### src/rtl/stack_sequencer_if.sv
// stack_sequencer_if: word-addressed memory bus between the stack sequencer (master) and its RAM (slave).
interface stack_sequencer_if;
   logic        mem_r_en;
   logic        mem_w_en;
   logic [15:0] mem_addr;
   logic [15:0] mem_w_data;
   logic        mem_ack;
   logic [15:0] mem_r_data;
   modport master(output mem_r_en, mem_w_en, mem_addr, mem_w_data, input mem_ack, mem_r_data);
   modport slave(input mem_r_en, mem_w_en, mem_addr, mem_w_data, output mem_ack, mem_r_data);
endinterface

### src/rtl/stack_sequencer.sv
// stack_sequencer: downward-growing hardware stack for PUSH/POP/CALL/RET/INT with overflow/underflow faults.
module stack_sequencer #(
   parameter logic [15:0] SP_INIT  = 16'hFF00,
   parameter logic [15:0] SP_LIMIT = 16'hF000,
   parameter logic [15:0] IVT_BASE = 16'h0000
) (
   input  logic                      clk,
   input  logic                      reset,
   input  logic                      start,
   input  logic [2:0]                op,
   input  logic [15:0]               push_data,
   input  logic [15:0]               ret_pc,
   input  logic [15:0]               cpsr,
   input  logic [15:0]               target,
   input  logic [3:0]                vector,
   stack_sequencer_if.master         bus,
   output logic                      busy,
   output logic                      done,
   output logic                      fault,
   output logic [15:0]               result,
   output logic                      branch_en,
   output logic [15:0]               branch_target,
   output logic [15:0]               sp
);
   localparam logic [2:0] OP_PUSH = 3'd0;
   localparam logic [2:0] OP_POP  = 3'd1;
   localparam logic [2:0] OP_CALL = 3'd2;
   localparam logic [2:0] OP_RET  = 3'd3;
   localparam logic [2:0] OP_INT  = 3'd4;

   typedef enum logic [2:0] {IDLE, WR_A, WR_B, RD, FIN} state_t;
   state_t state, nxt;

   logic [2:0]  op_q;
   logic [15:0] wa_q, cpsr_q, target_q, rd_q;
   logic [3:0]  vector_q;
   logic        fault_q;
   logic [15:0] sp_m1, sp_m2;
   logic        is_rd, is_wr, bad;

   assign sp_m1 = sp - 16'd1;
   assign sp_m2 = sp - 16'd2;
   assign is_rd = op == OP_POP || op == OP_RET;
   assign is_wr = op == OP_PUSH || op == OP_CALL;
   // INT checks room for both words up front so a fault never leaves half a frame behind
   assign bad = op > OP_INT
             || (is_wr && sp_m1 < SP_LIMIT)
             || (op == OP_INT && sp_m2 < SP_LIMIT)
             || (is_rd && sp == SP_INIT);

   always_comb begin
      nxt = state;
      case (state)
         IDLE:     nxt = !start ? IDLE : bad ? FIN : is_rd ? RD : WR_A;
         WR_A:     nxt = !bus.mem_ack ? WR_A : op_q == OP_INT ? WR_B : FIN;
         WR_B, RD: nxt = bus.mem_ack ? FIN : state;
         default:  nxt = IDLE;
      endcase
   end

   assign bus.mem_w_en   = state == WR_A || state == WR_B;
   assign bus.mem_r_en   = state == RD;
   assign bus.mem_addr   = bus.mem_w_en ? sp_m1 : bus.mem_r_en ? sp : 16'h0000;
   assign bus.mem_w_data = state == WR_A ? wa_q : state == WR_B ? cpsr_q : 16'h0000;
   assign busy           = state != IDLE;
   assign done           = state == FIN;
   assign fault          = done && fault_q;
   assign branch_en      = done && !fault_q && (op_q == OP_CALL || op_q == OP_RET || op_q == OP_INT);
   assign branch_target  = !branch_en ? 16'h0000
                         : op_q == OP_CALL ? target_q
                         : op_q == OP_RET ? rd_q
                         : IVT_BASE + {12'd0, vector_q};

   always_ff @(posedge clk) begin
      if (reset) begin
         state    <= IDLE;
         sp       <= SP_INIT;
         result   <= 16'h0000;
         rd_q     <= 16'h0000;
         op_q     <= 3'd0;
         wa_q     <= 16'h0000;
         cpsr_q   <= 16'h0000;
         target_q <= 16'h0000;
         vector_q <= 4'd0;
         fault_q  <= 1'b0;
      end else begin
         state <= nxt;
         if (state == IDLE && start) begin
            op_q     <= op;
            wa_q     <= op == OP_PUSH ? push_data : ret_pc;
            cpsr_q   <= cpsr;
            target_q <= target;
            vector_q <= vector;
            fault_q  <= bad;
         end
         if (bus.mem_ack && bus.mem_w_en) sp <= sp_m1;
         if (bus.mem_ack && bus.mem_r_en) begin
            sp   <= sp + 16'd1;
            rd_q <= bus.mem_r_data;
            if (op_q == OP_POP) result <= bus.mem_r_data;
         end
      end
   end
endmodule

### src/flat_wrapper.sv
// flat-port wrapper written by rule: the top's interface ports become plain ports
module stack_sequencer_flat 
#(
   parameter logic [15:0] SP_INIT  = 16'hFF00,
   parameter logic [15:0] SP_LIMIT = 16'hF000,
   parameter logic [15:0] IVT_BASE = 16'h0000
)
  (clk, reset, start, op, push_data, ret_pc, cpsr, target, vector, busy, done, fault, result, branch_en, branch_target, sp, bus_mem_r_en, bus_mem_w_en, bus_mem_addr, bus_mem_w_data, bus_mem_ack, bus_mem_r_data);
  stack_sequencer_if bus_i ();
  input  logic clk;
  input  logic reset;
  input  logic start;
  input  logic [2:0] op;
  input  logic [15:0] push_data;
  input  logic [15:0] ret_pc;
  input  logic [15:0] cpsr;
  input  logic [15:0] target;
  input  logic [3:0] vector;
  output logic busy;
  output logic done;
  output logic fault;
  output logic [15:0] result;
  output logic branch_en;
  output logic [15:0] branch_target;
  output logic [15:0] sp;
  output wire logic [$bits(bus_i.mem_r_en)-1:0] bus_mem_r_en;
  output wire logic [$bits(bus_i.mem_w_en)-1:0] bus_mem_w_en;
  output wire logic [$bits(bus_i.mem_addr)-1:0] bus_mem_addr;
  output wire logic [$bits(bus_i.mem_w_data)-1:0] bus_mem_w_data;
  input wire logic [$bits(bus_i.mem_ack)-1:0] bus_mem_ack;
  input wire logic [$bits(bus_i.mem_r_data)-1:0] bus_mem_r_data;
  assign bus_mem_r_en = bus_i.mem_r_en;
  assign bus_mem_w_en = bus_i.mem_w_en;
  assign bus_mem_addr = bus_i.mem_addr;
  assign bus_mem_w_data = bus_i.mem_w_data;
  assign bus_i.mem_ack = bus_mem_ack;
  assign bus_i.mem_r_data = bus_mem_r_data;
  stack_sequencer #(.SP_INIT(SP_INIT), .SP_LIMIT(SP_LIMIT), .IVT_BASE(IVT_BASE)) u_core (.clk(clk), .reset(reset), .start(start), .op(op), .push_data(push_data), .ret_pc(ret_pc), .cpsr(cpsr), .target(target), .vector(vector), .bus(bus_i), .busy(busy), .done(done), .fault(fault), .result(result), .branch_en(branch_en), .branch_target(branch_target), .sp(sp));
endmodule
### config.mk
export PLATFORM = sky130hd
export DESIGN_NAME = stack_sequencer_flat
export DESIGN_NICKNAME = d
export VERILOG_FILES = /design/src/rtl/stack_sequencer_if.sv /design/src/rtl/stack_sequencer.sv /design/src/flat_wrapper.sv
export SDC_FILE = /design/constraint.sdc
export NUM_CORES = 1
export LEC_CHECK = 0
export CORE_MARGIN = 8
export CORE_UTILIZATION = 40
export DETAILED_ROUTE_END_ITERATION = 6
export PLACE_DENSITY_LB_ADDON = 0.3
export SLEW_MARGIN = 10
export SYNTH_ARGS = -nofsm -noshare
export SYNTH_HDL_FRONTEND = slang
export SYNTH_SLANG_ARGS = --single-unit
### constraint.sdc
create_clock -name clk -period 2.4 [get_ports clk]
set_input_delay 0.6 -clock clk [delete_from_list [all_inputs] [get_ports clk]]
set_output_delay 0.6 -clock clk [all_outputs]
set_load 0.03 [all_outputs]
Word level (Yosys, flattened, before mapping). Index checks and enable logic that the tools add are counted.

Output and inout bits: 86. Register bits after elaboration: 107. Input port bits: 91. Word-level logic and storage cells: 71.

Reduce and logical (&&, ||, !) cells: 24. Equality and inequality tests: 14. Add/sub/neg operators: 3. Order comparisons: 3. Muxes and demuxes: 17.

Operators with widths (number): 16-bit two-way mux (10); 16-bit < comparator (second input constant) (2); 3-bit by 2-bit equality test with 1-bit output (second input constant) (6); 16-bit by 1-bit adder with 16-bit output (second input constant) (1); 16-bit equality test (second input constant) (1); 16-bit by 1-bit subtractor with 16-bit output (second input constant) (1); 16-bit by 2-bit subtractor with 16-bit output (second input constant) (1); 3-bit two-way mux (5); 3-bit by 1-bit equality test with 1-bit output (second input constant) (3); 3-bit equality test (second input constant) (3); 1-bit logical AND (9); 3-bit one-hot mux with 3 select lines (1); 1-bit logical OR (8); 3-bit logical NOT (2); 3-bit greater-than comparator (second input constant) (1); 3-bit nonzero test (1); 2-bit two-way mux (1); 2-bit != test (second input constant) (1); 2-bit AND reduction (1); 2-bit nonzero test (1); 2-bit OR reduction (1); 1-bit logical NOT (1).

Longest topological paths before layout.
Depth after elaboration: 9. Mapped depth: 9. Gate-level depth less buffers: 7.

Worst setup path after synthesis. OpenSTA, ideal clock, no wires.

Path kind: register -> output. Start point: register u_core.state[0]. End point: output port bus_mem_addr[8]. Data arrival time: 2.628 ns. Cell stages (with the launch flop): 6. Buffers on the path: 2. Required time: 1.800 ns. Setup slack: -0.828 ns. Path through: dfxtp_1 clkbuf_1 nor3b_1 nor2_1 clkbuf_1 o41ai_1.

Longest elaborated chain between the ends: 3. Elaborated cells on any way between the ends: 6. Those cells by class: eq/ne: 3; mux: 2; reduce/logical: 1.

RTL lines: start, declared (line stack_sequencer.sv:32) `state_t state, nxt;`; start signal, assigned (line stack_sequencer.sv:87) `state <= nxt;`; 3-bit by 2-bit equality test with 1-bit output (tied with other cells) (line stack_sequencer.sv:62) `assign bus.mem_r_en = state == RD;`; 16-bit two-way mux / 1-bit logical OR (equally long branches) (line stack_sequencer.sv:63, stack_sequencer.sv:61); 16-bit two-way mux * (line stack_sequencer.sv:63) `assign bus.mem_addr = bus.mem_w_en ? sp_m1 : bus.mem_r_en ? sp : 16'h0000;`; end, declared (line flat_wrapper.sv:28) `output wire logic [$bits(bus_i.mem_addr)-1:0] bus_mem_addr;`.

Every way passes the cells marked *; elsewhere a longest branch is shown, timed or not.

Worst setup path after layout.
Start point: register u_core.sp[4]. End point: output port bus_mem_addr[15].

Longest elaborated chain between the ends: 2.

RTL lines: start, declared (line stack_sequencer.sv:23) `output logic [15:0] sp`; start signal, assigned (line stack_sequencer.sv:96) `if (bus.mem_ack && bus.mem_w_en) sp <= sp_m1;`; start signal, assigned (line stack_sequencer.sv:98) `sp <= sp + 16'd1;`; 16-bit by 1-bit subtractor with 16-bit output (line stack_sequencer.sv:41) `assign sp_m1 = sp - 16'd1;`; 16-bit two-way mux (line stack_sequencer.sv:63).

No other way between the ends.

==> impl_metrics.tcl <==
set metrics [dict create \
    rsz0062_at_grt "yes" \
    grt_max_degree 40 \
    cts_max_level 3 \
    critPathRequiredTime_ps 1800 \
    max_freq_mhz 374 \
    cp.arrival_ps 2080 \
    grt_antenna_before_repair 0 \
    nets 1028 \
    crit_path_end "bus_mem_addr[15]" \
    die-area_mm2 0.0176 \
    layout_common_cells "nand2_1, clkdlybuf4s50_1, dfxtp_1" \
    numCtsBuffers 9 \
    period_minus_slack_ps 2680 \
    whs_ps 455 \
    yosysUniqueCellTypes 57 \
    synth_ff_type "dfxtp_1" \
    fp.dieW_um 133 \
    p_per_area_mw_per_mm2 626 \
    grt_pass1_vias 5721 \
    crit-reg2reg-launch "u_core.sp[1]" \
    syn-num-nets 814 \
    fp.dieH_um 133 \
    worst-r2r-cell-count 9 \
    end_kind "output port" \
    place_area_mm2 0.00795 \
    crit-reg2reg-capture "u_core.state[0]" \
    ir_drop_v 0.000439 \
    n_fill_cell 1027 \
    portBuffers 176 \
    drc 0 \
    min_path_type "reg2reg" \
    ys_seq_area_share_pct 39.3 \
    final_common_cell "nand2_1" \
    vias 5994 \
    hold_violations 0 \
    clkPwrFrac_pct 27.6 \
    slew_violations 0 \
    setup_viol 28 \
    syn_inst 720 \
    wl_um 19300 \
    dr.pass1.iters 5 \
    fin_ws_ps -276 \
    clockBufferDepth 2 \
    grt_pass1_wl_um 29300 \
    cts_tree "built" \
    globalRouteOverflowTotal 0 \
    gp_congestion 0.872 \
    drive_gt1_share_pct 27.1 \
    antenna_cells 0 \
    worst_pin_slew_ps 585 \
    row_count 42 \
    start_util_pct 41.0 \
    fin_worst_skew_ps 5.57 \
    p_seq_share_pct 35.5 \
    yosysWarnings 0 \
    combPwrFrac_pct 36.9 \
    critical_path_class "reg2out" \
    crit_path_max_fanout 7 \
    netlist_area_mm2 0.00545 \
    tns_ps -3170 \
    critPathLaunch "u_core.sp[4]" \
    syn_avg_cell_area_um2 7.57 \
    power.total_mw 5.62 \
    dp_cells 1069 \
    start_kind "register" \
    final_area_mm2 0.00898 \
    status "finished, violations left" \
    clock_latency_ps 360 \
    switching_power_mw 1.91 \
    hpwl_um 13100 \
    synth_seq_cells 107 \
    grt.total_usage_pct 20.2 \
    clock-sinks 107 \
    stdcell_count 1115 \
    io_pins 177 \
    slew_headroom_pct 60.7 \
    drtIter0Drc 469 \
    synth_edf_count 0 \
    syn_to_final_growth_pct 64.9 \
    cts-root-buf "clkbuf_16" \
    p_sw_share_pct 34.0 \
    ant_nets 0 \
    wire_per_inst_um 17.3 \
    finalCritPeriodShare_pct 112 \
    violations "setup timing" \
    cap_viol_max_count 0 \
    leakage_nw 3.33 \
    postCtsHoldBufs 0 \
    intPower_mw 3.71 \
    synthArstFlopShare_pct 0 \
    clkSlewWorstSetupHoldPaths_ps 70 \
    reg2reg_slack_ps 60 \
    viasPerCell 5.38 \
    core_area_mm2 0.0133 \
]
-- cells in the mapped netlist, types with 3 or more instances --
library cell  number  area share [%]
a31oi_1            5            0.57
inv_1              8            0.55
buf_1              4            0.28
o31ai_1            3            0.41
o41ai_1            3            0.48
nor2_1            62             4.3
or4_1              3            0.41
o211ai_1           3            0.41
nand3_1           12             1.1
a211oi_1          20             2.8
o21ai_1            9            0.83
a22o_1            19             3.1
mux2i_1           34             6.2
nand4_1            6            0.69
nor3b_1            4            0.55
nor4_1            11             1.3
ha_1               3            0.69
or3_1              7            0.80
xor2_1             4            0.64
clkbuf_1          52             3.6
buf_2              5            0.46
dfxtp_1          107              39
nand2_1          169              12
nand2b_1           3            0.34
o21ai_0           20             1.8
nor3_1            13             1.2
and3_1             3            0.34
a21oi_1           83             7.6
nor2b_1            4            0.46
xnor2_1            9             1.4
-- area by class of cell --
cell class | count | area, µm² | area share (%)
Multi-Input combinational cell | 541 | 3600 | 40.0
Timing Repair Buffer | 266 | 2650 | 29.5
Sequential cell | 107 | 2160 | 24.1
Clock buffer | 9 | 225 | 2.51
Tap cell | 176 | 220 | 2.45
Clock inverter | 7 | 83.8 | 0.933
Inverter | 9 | 46.3 | 0.515
-- registers in the layout, indices dropped and copies added (netlist names) --
register         cells
u_core.cpsr_q       16
u_core.rd_q         16
u_core.result       16
u_core.sp           16
u_core.target_q     16
u_core.wa_q         16
u_core.vector_q      4
u_core.op_q          3
u_core.state         3
u_core.fault_q       1
-- timing repair --
action,CTS,global route
buffers inserted,12,17
gates cloned,0,2
setup endpoints to repair,37,35
gates resized for setup,39,86
pin swaps,14,35
-- kinds of logic (layout without fill, tap and decap cells) --
logic type	after synthesis	after routing	share of synthesized area, %
buffers and inverters	72	291	5.35
xor gates and xnor gates	13	13	2.09
muxes	35	35	6.45
DFF	107	107	39.3
and+or+nand+nor	309	309	25.3
AOI/OAI and AO/OA	181	181	20.8
adders and majority gates	3	3	0.689
-- metal layers --
layer | global-route usage (%) | wire length (µm)
met2 | 32.9 | 9180
met4 | 4.67 | 259
met3 | 8.33 | 1730
met5 | 0 | 0
met1 | 24.3 | 8140
-- per-stage QoR --
step                      utilization, %  setup slack (ps)
after global placement              59.8              41.0
final                               67.6              -276
after detailed placement            59.8              33.4
after global routing                67.6              -354
after floorplan                        -              -105
after CTS                           63.7              -290
-- how the worst min path moves through the flow --
stage / startpoint / to / slack [ps] / cells past startpoint
4_1_cts: u_core.target_q[11] / u_core.target_q[11] / 460 / 2
3_5_place_dp: u_core.target_q[11] / u_core.target_q[11] / 450 / 2
6_report: u_core.result[0] / u_core.result[0] / 450 / 2
2_1_floorplan: u_core.target_q[0] / u_core.target_q[0] / 440 / 2
5_1_grt: u_core.result[6] / u_core.result[6] / 470 / 2
3_3_place_gp: u_core.target_q[11] / u_core.target_q[11] / 440 / 2
-- power groups by stage --
stage          combinational (mW)  clock (mW)  sequential, mW
2_1_floorplan               0.998           0            2.05
3_3_place_gp                 1.71           0            2.02
3_5_place_dp                 1.71           0            2.03
4_1_cts                      1.84        1.57            1.99
5_1_grt                      2.21        1.66            2.01
6_report                     2.07        1.55            2.00
-- worst max-delay path, stage by stage, from the launching register on --
cell and delay, ps:
dfxtp_2 330, or4_4 640, buf_6 170, nor4_4 180, xnor2_2 120, o21ai_4 130
buf_6 140
Note: power is estimated with default switching activity, not from simulation.
